### src/rtl/alu_sequencer.sv
// alu_sequencer: command front end for the 8-bit combinational ALU.
// Accepts one command at a time and registers its operands onto the ALU bus.
// After SETTLE_CYCLES cycles it captures the ALU result and returns it on a
// valid/ready response channel. Illegal select codes and divide-by-zero are
// rejected without touching the ALU bus.
// Optional feature: define ALU_SEQ_ACCUM_EN to add an accumulator that can
// replace operand A (selected per command by cmd_acc).
module alu_sequencer #(
  parameter int unsigned SETTLE_CYCLES = 1
) (
  input  logic        clk,
  input  logic        rst,
  input  logic        cmd_valid,
  output logic        cmd_ready,
  input  logic [3:0]  cmd_op,
  input  logic [7:0]  cmd_a,
  input  logic [7:0]  cmd_b,
  input  logic        cmd_acc,
  output logic [7:0]  alu_a,
  output logic [7:0]  alu_b,
  output logic [3:0]  alu_sel,
  input  logic [7:0]  alu_out,
  input  logic        alu_carry,
  output logic        rsp_valid,
  input  logic        rsp_ready,
  output logic [7:0]  rsp_data,
  output logic        rsp_carry,
  output logic        rsp_err,
  output logic [15:0] cnt_ok,
  output logic [7:0]  cnt_err
);

  localparam logic [3:0] OpAdd      = 4'b0000;
  localparam logic [3:0] OpDiv      = 4'b0011;
  localparam logic [3:0] OpFirstBad = 4'b1010;
  localparam logic [3:0] SettleLast = 4'(SETTLE_CYCLES - 1);

  typedef enum logic [1:0] {StIdle, StIssue, StResp} state_e;

  state_e      state_q, state_d;
  logic [3:0]  settle_q, settle_d;
  logic [7:0]  alu_a_q, alu_a_d;
  logic [7:0]  alu_b_q, alu_b_d;
  logic [3:0]  alu_sel_q, alu_sel_d;
  logic [7:0]  rsp_data_q, rsp_data_d;
  logic        rsp_carry_q, rsp_carry_d;
  logic        rsp_err_q, rsp_err_d;
  logic [15:0] cnt_ok_q, cnt_ok_d;
  logic [7:0]  cnt_err_q, cnt_err_d;
  logic [7:0]  eff_a;
  logic        cmd_fire;
  logic        rsp_fire;

`ifdef ALU_SEQ_ACCUM_EN
  logic [7:0] acc_q;

  assign eff_a = cmd_acc ? acc_q : cmd_a;

  // Accumulator follows every successful response as it is consumed.
  always_ff @(posedge clk or posedge rst) begin
    if (rst) begin
      acc_q <= 8'h00;
    end else if (rsp_fire && !rsp_err_q) begin
      acc_q <= rsp_data_q;
    end
  end
`else
  logic unused_cmd_acc;

  assign unused_cmd_acc = cmd_acc;
  assign eff_a          = cmd_a;
`endif

  assign cmd_ready = (state_q == StIdle) && !rst;
  assign cmd_fire  = cmd_valid && cmd_ready;
  assign rsp_valid = (state_q == StResp);
  assign rsp_fire  = rsp_valid && rsp_ready;

  assign alu_a     = alu_a_q;
  assign alu_b     = alu_b_q;
  assign alu_sel   = alu_sel_q;
  assign rsp_data  = rsp_data_q;
  assign rsp_carry = rsp_carry_q;
  assign rsp_err   = rsp_err_q;
  assign cnt_ok    = cnt_ok_q;
  assign cnt_err   = cnt_err_q;

  // Next-state logic: command screening, settle timing, response handshake.
  always_comb begin
    state_d     = state_q;
    settle_d    = settle_q;
    alu_a_d     = alu_a_q;
    alu_b_d     = alu_b_q;
    alu_sel_d   = alu_sel_q;
    rsp_data_d  = rsp_data_q;
    rsp_carry_d = rsp_carry_q;
    rsp_err_d   = rsp_err_q;
    cnt_ok_d    = cnt_ok_q;
    cnt_err_d   = cnt_err_q;
    unique case (state_q)
      StIdle: begin
        if (cmd_fire) begin
          if (cmd_op >= OpFirstBad) begin
            rsp_data_d  = 8'h00;
            rsp_carry_d = 1'b0;
            rsp_err_d   = 1'b1;
            state_d     = StResp;
          end else if (cmd_op == OpDiv && cmd_b == 8'h00) begin
            // Divide-by-zero always screens on the raw B operand.
            rsp_data_d  = 8'hFF;
            rsp_carry_d = 1'b0;
            rsp_err_d   = 1'b1;
            state_d     = StResp;
          end else begin
            alu_a_d   = eff_a;
            alu_b_d   = cmd_b;
            alu_sel_d = cmd_op;
            settle_d  = 4'd0;
            state_d   = StIssue;
          end
        end
      end
      StIssue: begin
        if (settle_q == SettleLast) begin
          rsp_data_d  = alu_out;
          rsp_carry_d = (alu_sel_q == OpAdd) ? alu_carry : 1'b0;
          rsp_err_d   = 1'b0;
          state_d     = StResp;
        end else begin
          settle_d = settle_q + 4'd1;
        end
      end
      StResp: begin
        if (rsp_fire) begin
          state_d = StIdle;
          if (rsp_err_q) begin
            if (cnt_err_q != 8'hFF) cnt_err_d = cnt_err_q + 8'd1;
          end else begin
            if (cnt_ok_q != 16'hFFFF) cnt_ok_d = cnt_ok_q + 16'd1;
          end
        end
      end
      default: state_d = StIdle;
    endcase
  end

  // State and datapath registers.
  always_ff @(posedge clk or posedge rst) begin
    if (rst) begin
      state_q     <= StIdle;
      settle_q    <= 4'd0;
      alu_a_q     <= 8'h00;
      alu_b_q     <= 8'h00;
      alu_sel_q   <= 4'h0;
      rsp_data_q  <= 8'h00;
      rsp_carry_q <= 1'b0;
      rsp_err_q   <= 1'b0;
      cnt_ok_q    <= 16'h0000;
      cnt_err_q   <= 8'h00;
    end else begin
      state_q     <= state_d;
      settle_q    <= settle_d;
      alu_a_q     <= alu_a_d;
      alu_b_q     <= alu_b_d;
      alu_sel_q   <= alu_sel_d;
      rsp_data_q  <= rsp_data_d;
      rsp_carry_q <= rsp_carry_d;
      rsp_err_q   <= rsp_err_d;
      cnt_ok_q    <= cnt_ok_d;
      cnt_err_q   <= cnt_err_d;
    end
  end

endmodule

### config.mk
export PLATFORM = sky130hd
export DESIGN_NAME = alu_sequencer
export DESIGN_NICKNAME = d
export VERILOG_FILES = /design/src/rtl/alu_sequencer.sv
export SDC_FILE = /design/constraint.sdc
export NUM_CORES = 1
export LEC_CHECK = 0
export BUFFER_PORTS_ARGS = -buffer_cell sky130_fd_sc_hd__buf_2
export CORE_MARGIN = 2
export CORE_UTILIZATION = 51
export CTS_CLUSTER_SIZE = 40
export DETAILED_ROUTE_END_ITERATION = 12
export GPL_TIMING_DRIVEN = 1
export PLACE_DENSITY = 0.79
export SLEW_MARGIN = 25
export SYNTH_ARGS = -nofsm -noshare
export SYNTH_HDL_FRONTEND = slang
export SYNTH_SLANG_ARGS = --single-unit
### constraint.sdc
create_clock -name clk -period 2.45 [get_ports clk]
set_clock_uncertainty 0.1 [all_clocks]
set_input_delay 0.3675 -clock clk [delete_from_list [all_inputs] [get_ports clk]]
set_output_delay 0.3675 -clock clk [all_outputs]
set_load 0.05 [all_outputs]
==> results.yml <==
setup_path:
  required_ns: 2.60
  critPathMaxFanout: 11
  reg2regPathDepth: 6
  r2r-start: "settle_q[0]$_DFFE_PP0P_"
  endpoint: "rsp_data[7]$_DFFE_PP0P_"
  startpoint: "settle_q[0]$_DFFE_PP0P_"
  arrival_ns: 2.14
  end_kind: "flop"
  worstSetupPathType: "flop to flop"
  rrSetupSlack_ns: 0.45
  r2r_end: "rsp_data[7]$_DFFE_PP0P_"
  worstSetupStartpointType: "flop"
pwr:
  switching_share: 0.485
  power_density_mw_per_mm2: 1280
  p_total_mw: 4.53
  comb_power_share: 0.480
  cellInternalPower_mw: 2.33
  pwr-share-clk: 0.171
  leakage_nw: 1.75
  ir_worst_vdd_mv: 0.984
  p_switching_mw: 2.20
  p_seq_frac: 0.350
cts:
  cts_tree: "yes"
  htreeDepth: 3
  numCtsBuffers: 9
  clk_latency_ns: 0.33
  postCtsSetupRepairBufs: 0
  cts_buffer_depth: 2
  cts-root-buf: "clkbuf_8"
  path_clk_slew_ns: 0.06
  cts_resized: 0
  postCtsHoldBufs: 0
  cts_sinks: 60
synth:
  ys_ff_latch: 60
  synth_edf_count: 0
  syn_nets: 272
  yosys_warnings: 0
  synthTopCellsByArea: "dfrtp_1 53%, mux2_1 8.7%, xnor2_1 4.0%"
  synthArstFlopShare: 1.00
  synthCells: 234
  yosysTopAreaCell: "dfrtp_1"
  synth_top_area_frac: 0.529
  ys.flop_type: "dfrtp_1"
  ys_seq_area_frac: 0.529
  synth_cell_types: 43
  syn_area_mm2: 0.00284
  avgSynthCellArea_um2: 12.1
route:
  met2WireLength_um: 2910
  first_iter_violations: 54
  drt.antenna.violating_nets: 0
  vias_per_cell: 5.25
  post_drt_wl_per_cell_um: 13.8
  highest_layer: "met4"
  wl_met3_um: 250
  drc: 0
  first_pass_iters: 4
  vias: 2146
  totalWireLength_um: 5660
  wirelength_met1_um: 2380
sta:
  whs_ns: 0.000191
  post-route-period-util: 0.814
  maxSlewViolCount: 0
  setup_slack_ns: 0.455
  setup_tns_ns: 0
  fin_crit_ns: 2.00
  setup_violations: 0
  tightest_slew_ns: 0.538
  slew_headroom: 0.641
  fmax_mhz: 501
  rsz0062_at_grt: "false"
  finalHoldViolations: 0
place:
  pre_cts_ws_ns: 0.440
  place_hpwl_um: 4240
  place_congestion: 0.862
  dp_cells: 394
  io_buffers: 88
  place_area_mm2: 0.00337
die:
  core_mm2: 0.00544
  die-area_mm2: 0.00618
  io_pins: 90
  floorplan.die.height_um: 78.6
  die_x_um: 78.6
  start_util: 0.522
  num_rows: 27
global_routing:
  antenna_found_initial: 0
  grt_max_degree: 36
  grt_use_total: 0.198
  grt_pass1_wl_um: 9400
  overflow: 0
  grt_pass1_vias: 2107
cells_and_area:
  num-nets-final: 371
  drive_above_1_share: 0.356
  stdcell_count: 409
  layout_commonest_cell: "buf_2"
  design_area_mm2: 0.00354
  fin_util: 0.651
  antenna_cells: 0
  area_growth_pct: 24.7
  mostFrequentLayoutCells: "88 x buf_2, 60 x dfrtp_1, 22 x mux2_1"
outcome:
  status: "complete, no violations"
min_path:
  hp-class: "primary input to asynchronous set/reset pin"
flow_run:
  drv_cap: 0
## worst min path at each step
| stage | from | end | slack, ns |
|---|---|---|---|
| 6_report | rst | cnt_err[2]$_DFFE_PP0P_ | 0.0002 |
| 5_1_grt | rst | cnt_err[2]$_DFFE_PP0P_ | 0.05 |
| 4_1_cts | rst | cnt_err[2]$_DFFE_PP0P_ | 0.02 |
| 3_5_place_dp | alu_b[6]$_DFFE_PP0P_ | alu_b[6]$_DFFE_PP0P_ | 0.37 |
| 3_3_place_gp | alu_b[4]$_DFFE_PP0P_ | alu_b[4]$_DFFE_PP0P_ | 0.36 |
| 2_1_floorplan | settle_q[0]$_DFFE_PP0P_ | settle_q[0]$_DFFE_PP0P_ | 0.39 |
## synth_stat cells, types with 2 or more instances
cell       n
nor2_1     6
mux2i_1   11
xor2_1     9
nor4_1     3
nand4_1   10
nand2_1   11
a21oi_1    5
nand2b_1   2
nand3_1    7
nor3_2     2
xnor2_1   13
mux2_1    22
inv_1     17
a211oi_1   2
nor4_2     4
or2_1      2
buf_6      3
o21bai_1   2
ha_1       4
dfrtp_1   60
o21ai_1    2
o21ai_0   10
and3_1     5
nor3_1     3
## cell type report
type                    instances  area, um^2
fillers                       444        1900
flip-flops and latches         60        1500
multi-input cells             153        1230
repair buffers                 92         483
clock buffers                  13         159
well taps                      72        90.1
inverters                      17        63.8
clock inverters                 2        10.0
## logic make-up after synthesis
kind of cell,synth area share
fa+ha+maj,0.0176
simple gates,0.159
buf+inv,0.0370
flops,0.529
compound gates,0.0630
mux,0.126
xor+xnor,0.0679
## layer usage
layer  vias to the layer above  global-route usage
met2                        52               0.326
li1                       1029                   -
met4                         0               0.102
met5                         -                   0
met1                      1053               0.242
met3                        12              0.0471
## worst max-delay path: stages, from the launching register on
cell and delay (ns):
dfrtp_1 0.42, inv_1 0.07, ha_1 0.14, or3b_1 0.39, nand2_1 0.12, o2111a_2 0.43, mux2i_1 0.23
## power groups by stage
stage | registers (mW) | clock network, mW | logic [mW]
floorplan | 2.60 | 0 | 0.681
global placement | 1.58 | 0 | 2.14
detailed placement | 1.60 | 0 | 2.19
CTS | 1.59 | 0.794 | 2.20
global route | 1.64 | 0.833 | 2.31
finish | 1.58 | 0.773 | 2.17
## flip-flops by register name, summed over array words and instances (netlist names)
| register | count |
|---|---|
| cnt_ok | 16 |
| alu_a | 8 |
| alu_b | 8 |
| cnt_err | 8 |
| rsp_data | 8 |
| alu_sel | 4 |
| settle_q | 4 |
| state_q | 2 |
| rsp_carry | 1 |
| rsp_err | 1 |
No activity file was read; power rests on OpenSTA's default activity.
